File: config.mk
export PLATFORM = sky130hd
export DESIGN_NAME = coherence_bus_ctrl
export DESIGN_NICKNAME = d
export VERILOG_FILES = /design/src/rtl/coherence_bus_ctrl.sv
export SDC_FILE = /design/constraint.sdc
export NUM_CORES = 1
export LEC_CHECK = 0
export ABC_AREA = 1
export CAP_MARGIN = 20
export CORE_AREA = 2 2 145 147
export DETAILED_ROUTE_END_ITERATION = 7
export DIE_AREA = 0 0 147 149
export GPL_TIMING_DRIVEN = 0
export PLACE_DENSITY = 0.6
export SLEW_MARGIN = 20
export SYNTH_ARGS = -nofsm -noshare
export SYNTH_HDL_FRONTEND = slang
export SYNTH_SLANG_ARGS = --single-unit
File: constraint.sdc
create_clock -name CLK -period 2.3 [get_ports CLK]
set_input_delay 0.46 -clock CLK [delete_from_list [all_inputs] [get_ports CLK]]
set_output_delay 0.46 -clock CLK [all_outputs]
set_load 0.02 [all_outputs]
File: src/rtl/coherence_bus_ctrl.sv
// coherence_bus_ctrl: arbitrates the two dcache coherence ports, issues MSI
// snoops, forwards M-line data cache-to-cache and drives the single RAM port.
module coherence_bus_ctrl #(
  parameter int WORDS_PER_BLK = 2,
  parameter int ADDR_W        = 32,
  parameter int DATA_W        = 32
) (
  input  logic                   CLK,
  input  logic                   RST,
  input  logic [1:0]             dREN,
  input  logic [1:0]             dWEN,
  input  logic [1:0][ADDR_W-1:0] daddr,
  input  logic [1:0][DATA_W-1:0] dstore,
  input  logic [1:0]             cctrans,
  input  logic [1:0]             ccwrite,
  output logic [1:0]             dwait,
  output logic [1:0][DATA_W-1:0] dload,
  output logic [1:0]             ccwait,
  output logic [1:0]             ccinv,
  output logic [1:0][ADDR_W-1:0] ccsnoopaddr,
  output logic                   ramREN,
  output logic                   ramWEN,
  output logic [ADDR_W-1:0]      ramaddr,
  output logic [DATA_W-1:0]      ramstore,
  input  logic [DATA_W-1:0]      ramload,
  input  logic                   ram_wait
);

  localparam int CW = $clog2(WORDS_PER_BLK) + 1;
  localparam logic [CW-1:0] LAST = CW'(WORDS_PER_BLK);

  typedef enum logic [2:0] {IDLE, EVICT, UPG, SNOOP, C2C, LD} state_e;

  state_e        state_q, state_d;
  logic          r_q, r_d;
  logic          rr_q, rr_d;
  logic          snp_q, snp_d;
  logic [CW-1:0] wcnt_q, wcnt_d;

  logic [1:0]    req;
  logic          o, live, ack, gnt;
  logic [CW-1:0] wnext;

  assign req   = cctrans | dREN | dWEN;
  assign o     = ~r_q;
  assign live  = req[r_q];
  assign wnext = wcnt_q + 1'b1;

  // Acks follow ram_wait in the same cycle, so outputs decode state + inputs.
  always_comb begin
    dwait       = 2'b11;
    dload       = '0;
    ccwait      = '0;
    ccinv       = '0;
    ccsnoopaddr = '0;
    ramREN      = 1'b0;
    ramWEN      = 1'b0;
    ramaddr     = '0;
    ramstore    = '0;
    ack         = 1'b0;
    unique case (state_q)
      UPG: begin
        ccwait[o]      = 1'b1;
        ccinv[o]       = 1'b1;
        ccsnoopaddr[o] = daddr[r_q];
        dwait[r_q]     = 1'b0;
      end
      SNOOP: begin
        ccwait[o]      = 1'b1;
        ccinv[o]       = ccwrite[r_q];
        ccsnoopaddr[o] = daddr[r_q];
      end
      EVICT: begin
        if (live) begin
          ramWEN     = 1'b1;
          ramaddr    = daddr[r_q];
          ramstore   = dstore[r_q];
          ack        = ~ram_wait;
          dwait[r_q] = ram_wait;
        end
      end
      C2C: begin
        ccwait[o] = 1'b1;
        if (live) begin
          ramWEN   = 1'b1;
          ramaddr  = daddr[o];
          ramstore = dstore[o];
          ack      = ~ram_wait & dWEN[o];
          if (ack) begin
            dwait[o]   = 1'b0;
            dwait[r_q] = 1'b0;
            dload[r_q] = dstore[o];
          end
        end
      end
      LD: begin
        ccwait[o] = snp_q;
        if (live) begin
          ramREN  = 1'b1;
          ramaddr = daddr[r_q];
          ack     = ~ram_wait;
          if (ack) begin
            dwait[r_q] = 1'b0;
            dload[r_q] = ramload;
          end
        end
      end
      default: ;
    endcase
  end

  // rr_q names the cache that wins the next tie.
  always_comb begin
    state_d = state_q;
    r_d     = r_q;
    rr_d    = rr_q;
    snp_d   = snp_q;
    wcnt_d  = wcnt_q;
    gnt     = rr_q;
    if (req == 2'b01)
      gnt = 1'b0;
    else if (req == 2'b10)
      gnt = 1'b1;
    unique case (state_q)
      IDLE: begin
        snp_d  = 1'b0;
        wcnt_d = '0;
        if (|req) begin
          r_d  = gnt;
          rr_d = ~gnt;
          if (dWEN[gnt] & ~cctrans[gnt])
            state_d = EVICT;
          else if (cctrans[gnt] & ccwrite[gnt] & ~dREN[gnt])
            state_d = UPG;
          else if (cctrans[gnt]) begin
            state_d = SNOOP;
            snp_d   = 1'b1;
          end else
            state_d = LD;
        end
      end
      UPG:   state_d = IDLE;
      SNOOP: state_d = ccwrite[o] ? C2C : LD;
      default: begin
        if (!live) begin
          state_d = IDLE;
          wcnt_d  = '0;
        end else if (ack) begin
          if (wnext == LAST) begin
            state_d = IDLE;
            wcnt_d  = '0;
          end else
            wcnt_d = wnext;
        end
      end
    endcase
  end

  always_ff @(posedge CLK or posedge RST) begin
    if (RST) begin
      state_q <= IDLE;
      r_q     <= 1'b0;
      rr_q    <= 1'b0;
      snp_q   <= 1'b0;
      wcnt_q  <= '0;
    end else begin
      state_q <= state_d;
      r_q     <= r_d;
      rr_q    <= rr_d;
      snp_q   <= snp_d;
      wcnt_q  <= wcnt_d;
    end
  end

endmodule

==> reports/qor.yml <==
cts:
  cts-root-buf: "clkbuf_16"
  htree_levels: 1
  cts_buffer_depth: 2
  clk-insertion-delay-late_ps: 230
  cts_sinks: 8
  clk_pin_slew_ps: 40
  cts_tree: "done"
  cts_inserted_buffers: 3
logic_synthesis:
  synth_area_leader_cell: "nand2_1"
  ys_seq_elements: 8
  ys_seq_area_frac: 0.0504
  synthTopCellsByArea: "nand2_1 36%, a31oi_1 10%, o22ai_1 8.5%"
  synth.distinct_cells: 31
  avgSynthCellArea_um2: 4.95
  synth_nets: 973
  syn_inst: 802
  netlist_area_mm2: 0.00397
  synth_top_area_share: 0.364
  yosys_warnings: 0
timing:
  tns_ps: -46.1
  slew_viol_final: 0
  setup_violations: 4
  worstMarginPinSlew_ps: 500
  maxSlewHeadroom: 0.667
  fin_skew_ps: 6.55
  rsz0062_at_grt: "true"
  setup_slack_ps: -35.3
  fmax_ghz: 0.428
  hold_viol: 0
  layout_min_cycle_time_ps: 2340
  fin_crit_sh: 1.02
grt:
  gr-usage-met2: 0.478
  grt_pass1_vias: 7566
  met3_usage: 0.0541
  overflow: 0
  antenna_found_initial: 0
  grt_max_degree: 11
  grt_pass1_wl_um: 45000
  top_usage_layer: "met2"
  use_met1: 0.319
  grt.total_usage: 0.265
finish:
  area_delta_synth_final_pct: 158
  final_core_util: 0.498
  final-seq-area_um2: 201
  layout.cells.most_common: "nand2_1"
  final_cell_mix: "300 x nand2_1, 163 x clkdlybuf4s50_1, 123 x buf_4, 74 x buf_6, 58 x nand2_2"
  multi_input_area_mm2: 0.00438
  final_cells: 1505
  final_nets: 1403
  nFillCells: 2085
  antenna_cells: 0
  layout-drive-gt1-share: 0.437
routing:
  drt-total-wl_um: 32100
  avgViaCountPerCell: 5.13
  routedWlPerCell_um: 21.3
  final_antenna_net_count: 0
  drc: 0
  drtPass1Iterations: 5
  num_vias: 7715
  drtIter0Drc: 560
run_status:
  failed_checks: "negative setup slack"
  status: "finished with violations"
placed_design:
  dp.final_hpwl_um: 22700
  portBuffers: 370
  gp_congestion: 0.892
  dp.cells: 1447
die:
  coreArea_mm2: 0.0206
  dieHeight_um: 149
  rows: 53
  die_x_um: 147
  initial_core_util: 0.193
  boundaryPins: 371
  die-area_mm2: 0.0219
worst_setup_path:
  max_stage_delay_ps: 380
  crit_arrival_ps: 1880
  crit_slowest_cell: "dfrtp_1"
  crit_path_frequent_cell: "buf_6"
  rrSetupSlack_ps: 720
  crit_path_start_kind: "flip-flop"
  reg2reg_to: "state_q[2]$_DFFE_PP0P_"
  rr_worst_depth: 9
  crit_type: "flip-flop to output pin"
  crit_start: "r_q$_DFFE_PP0P_"
  rr_startpoint: "state_q[1]$_DFFE_PP0P_"
  endpoint: "dload[10]"
  worstSetupEndpointType: "output pin"
  cp.required_ps: 1840
  path_cells: "buf_8 -> buf_6 -> nor3_4 -> clkinv_4 -> clkbuf_16 -> o22ai_2 -> buf_6"
  cp_max_fo: 8
run:
  cap_violations: 0
power:
  ir_drop_mv: 0.473
  power_density_mw_per_mm2: 1140
  p_total_mw: 11.7
  p_leak_nw: 4.50
worst_hold_path:
  hp-class: "input port to asynchronous set/reset pin"
[how the worst min path moves through the flow]
| stage | startpoint | end | slack [ps] | depth (start not counted) |
|---|---|---|---|---|
| after detailed placement | wcnt_q[0]$_DFFE_PP0P_ | wcnt_q[0]$_DFFE_PP0P_ | 500 | 2 |
| final | RST | snp_q$_DFFE_PP0P_ | 500 | 2 |
| after CTS | wcnt_q[1]$_DFFE_PP0P_ | wcnt_q[1]$_DFFE_PP0P_ | 500 | 2 |
| after global routing | RST | snp_q$_DFFE_PP0P_ | 540 | 2 |
| after global placement | wcnt_q[1]$_DFFE_PP0P_ | wcnt_q[1]$_DFFE_PP0P_ | 490 | 2 |
| after floorplan | RST | r_q$_DFFE_PP0P_ | 280 | 1 |
[cells in the mapped netlist (all sizes together)]
master     n
nand2    387
a31oi     66
o22ai     64
buf       57
inv       55
nor2      53
nor3      35
o21ai     30
clkbuf    13
nand3     13
o211ai    12
dfrtp      8
a21oi      3
a2111oi    2
a211oi     1
nand3b     1
o21a       1
or2        1
[what timing repair did]
action                                  4_1_cts  5_1_grt
buffers inserted                             38        8
pin swaps                                    77       45
gates resized for setup                    1225      318
endpoints found under the setup margin      200      198
hold buffers                                  0        0
gates cloned                                 11        7
[per-stage QoR]
step	setup slack [ps]	hold WS, ps	area, µm²
floorplan	137	276	3980
global placement	-1080	490	8020
detailed placement	-1070	499	8020
CTS	-64.2	504	9050
global route	-91.6	541	10200
finish	-35.3	499	10200
[where the power goes]
group          internal [mW]  total, mW  switching [mW]
Combinational           4.71       11.2            6.44
Sequential             0.207      0.242          0.0357
Clock                  0.224      0.293          0.0692
[area by class of cell]
type | instances | share of cell area
plain buffers | 65 | 0.0846
multi-input cells | 669 | 0.428
repair buffers | 430 | 0.405
well taps | 275 | 0.0336
flip-flops and latches | 8 | 0.0197
inverters | 55 | 0.0216
clock buffers | 3 | 0.00733
[logic make-up after synthesis]
kind of cell           share of synthesized area
buffers and inverters                      0.159
and+or+nand+nor                            0.496
AOI/OAI and AO/OA                          0.294
DFF                                       0.0504
[critical path: cells and delay by family (launching register included)]
kind / cells / cell delay (ps)
buffers and inverters: 5 / 850
flip-flops: 1 / 380
AND/OR/NAND/NOR: 1 / 260
AO/OA/AOI/OAI: 1 / 140
[state kept, by name, indices dropped and copies added (netlist names)]
| signal | count |
|---|---|
| snp_q | 1 |
| state_q | 3 |
| r_q | 1 |
| rr_q | 1 |
| wcnt_q | 2 |
[routing by layer]
metal	share of wire	vias to the layer above
met1	0.38	3618
met5	0	-
met4	0.034	0
met3	0.085	82
met2	0.50	439
li1	-	3576
No activity file was read; power rests on OpenSTA's default activity.
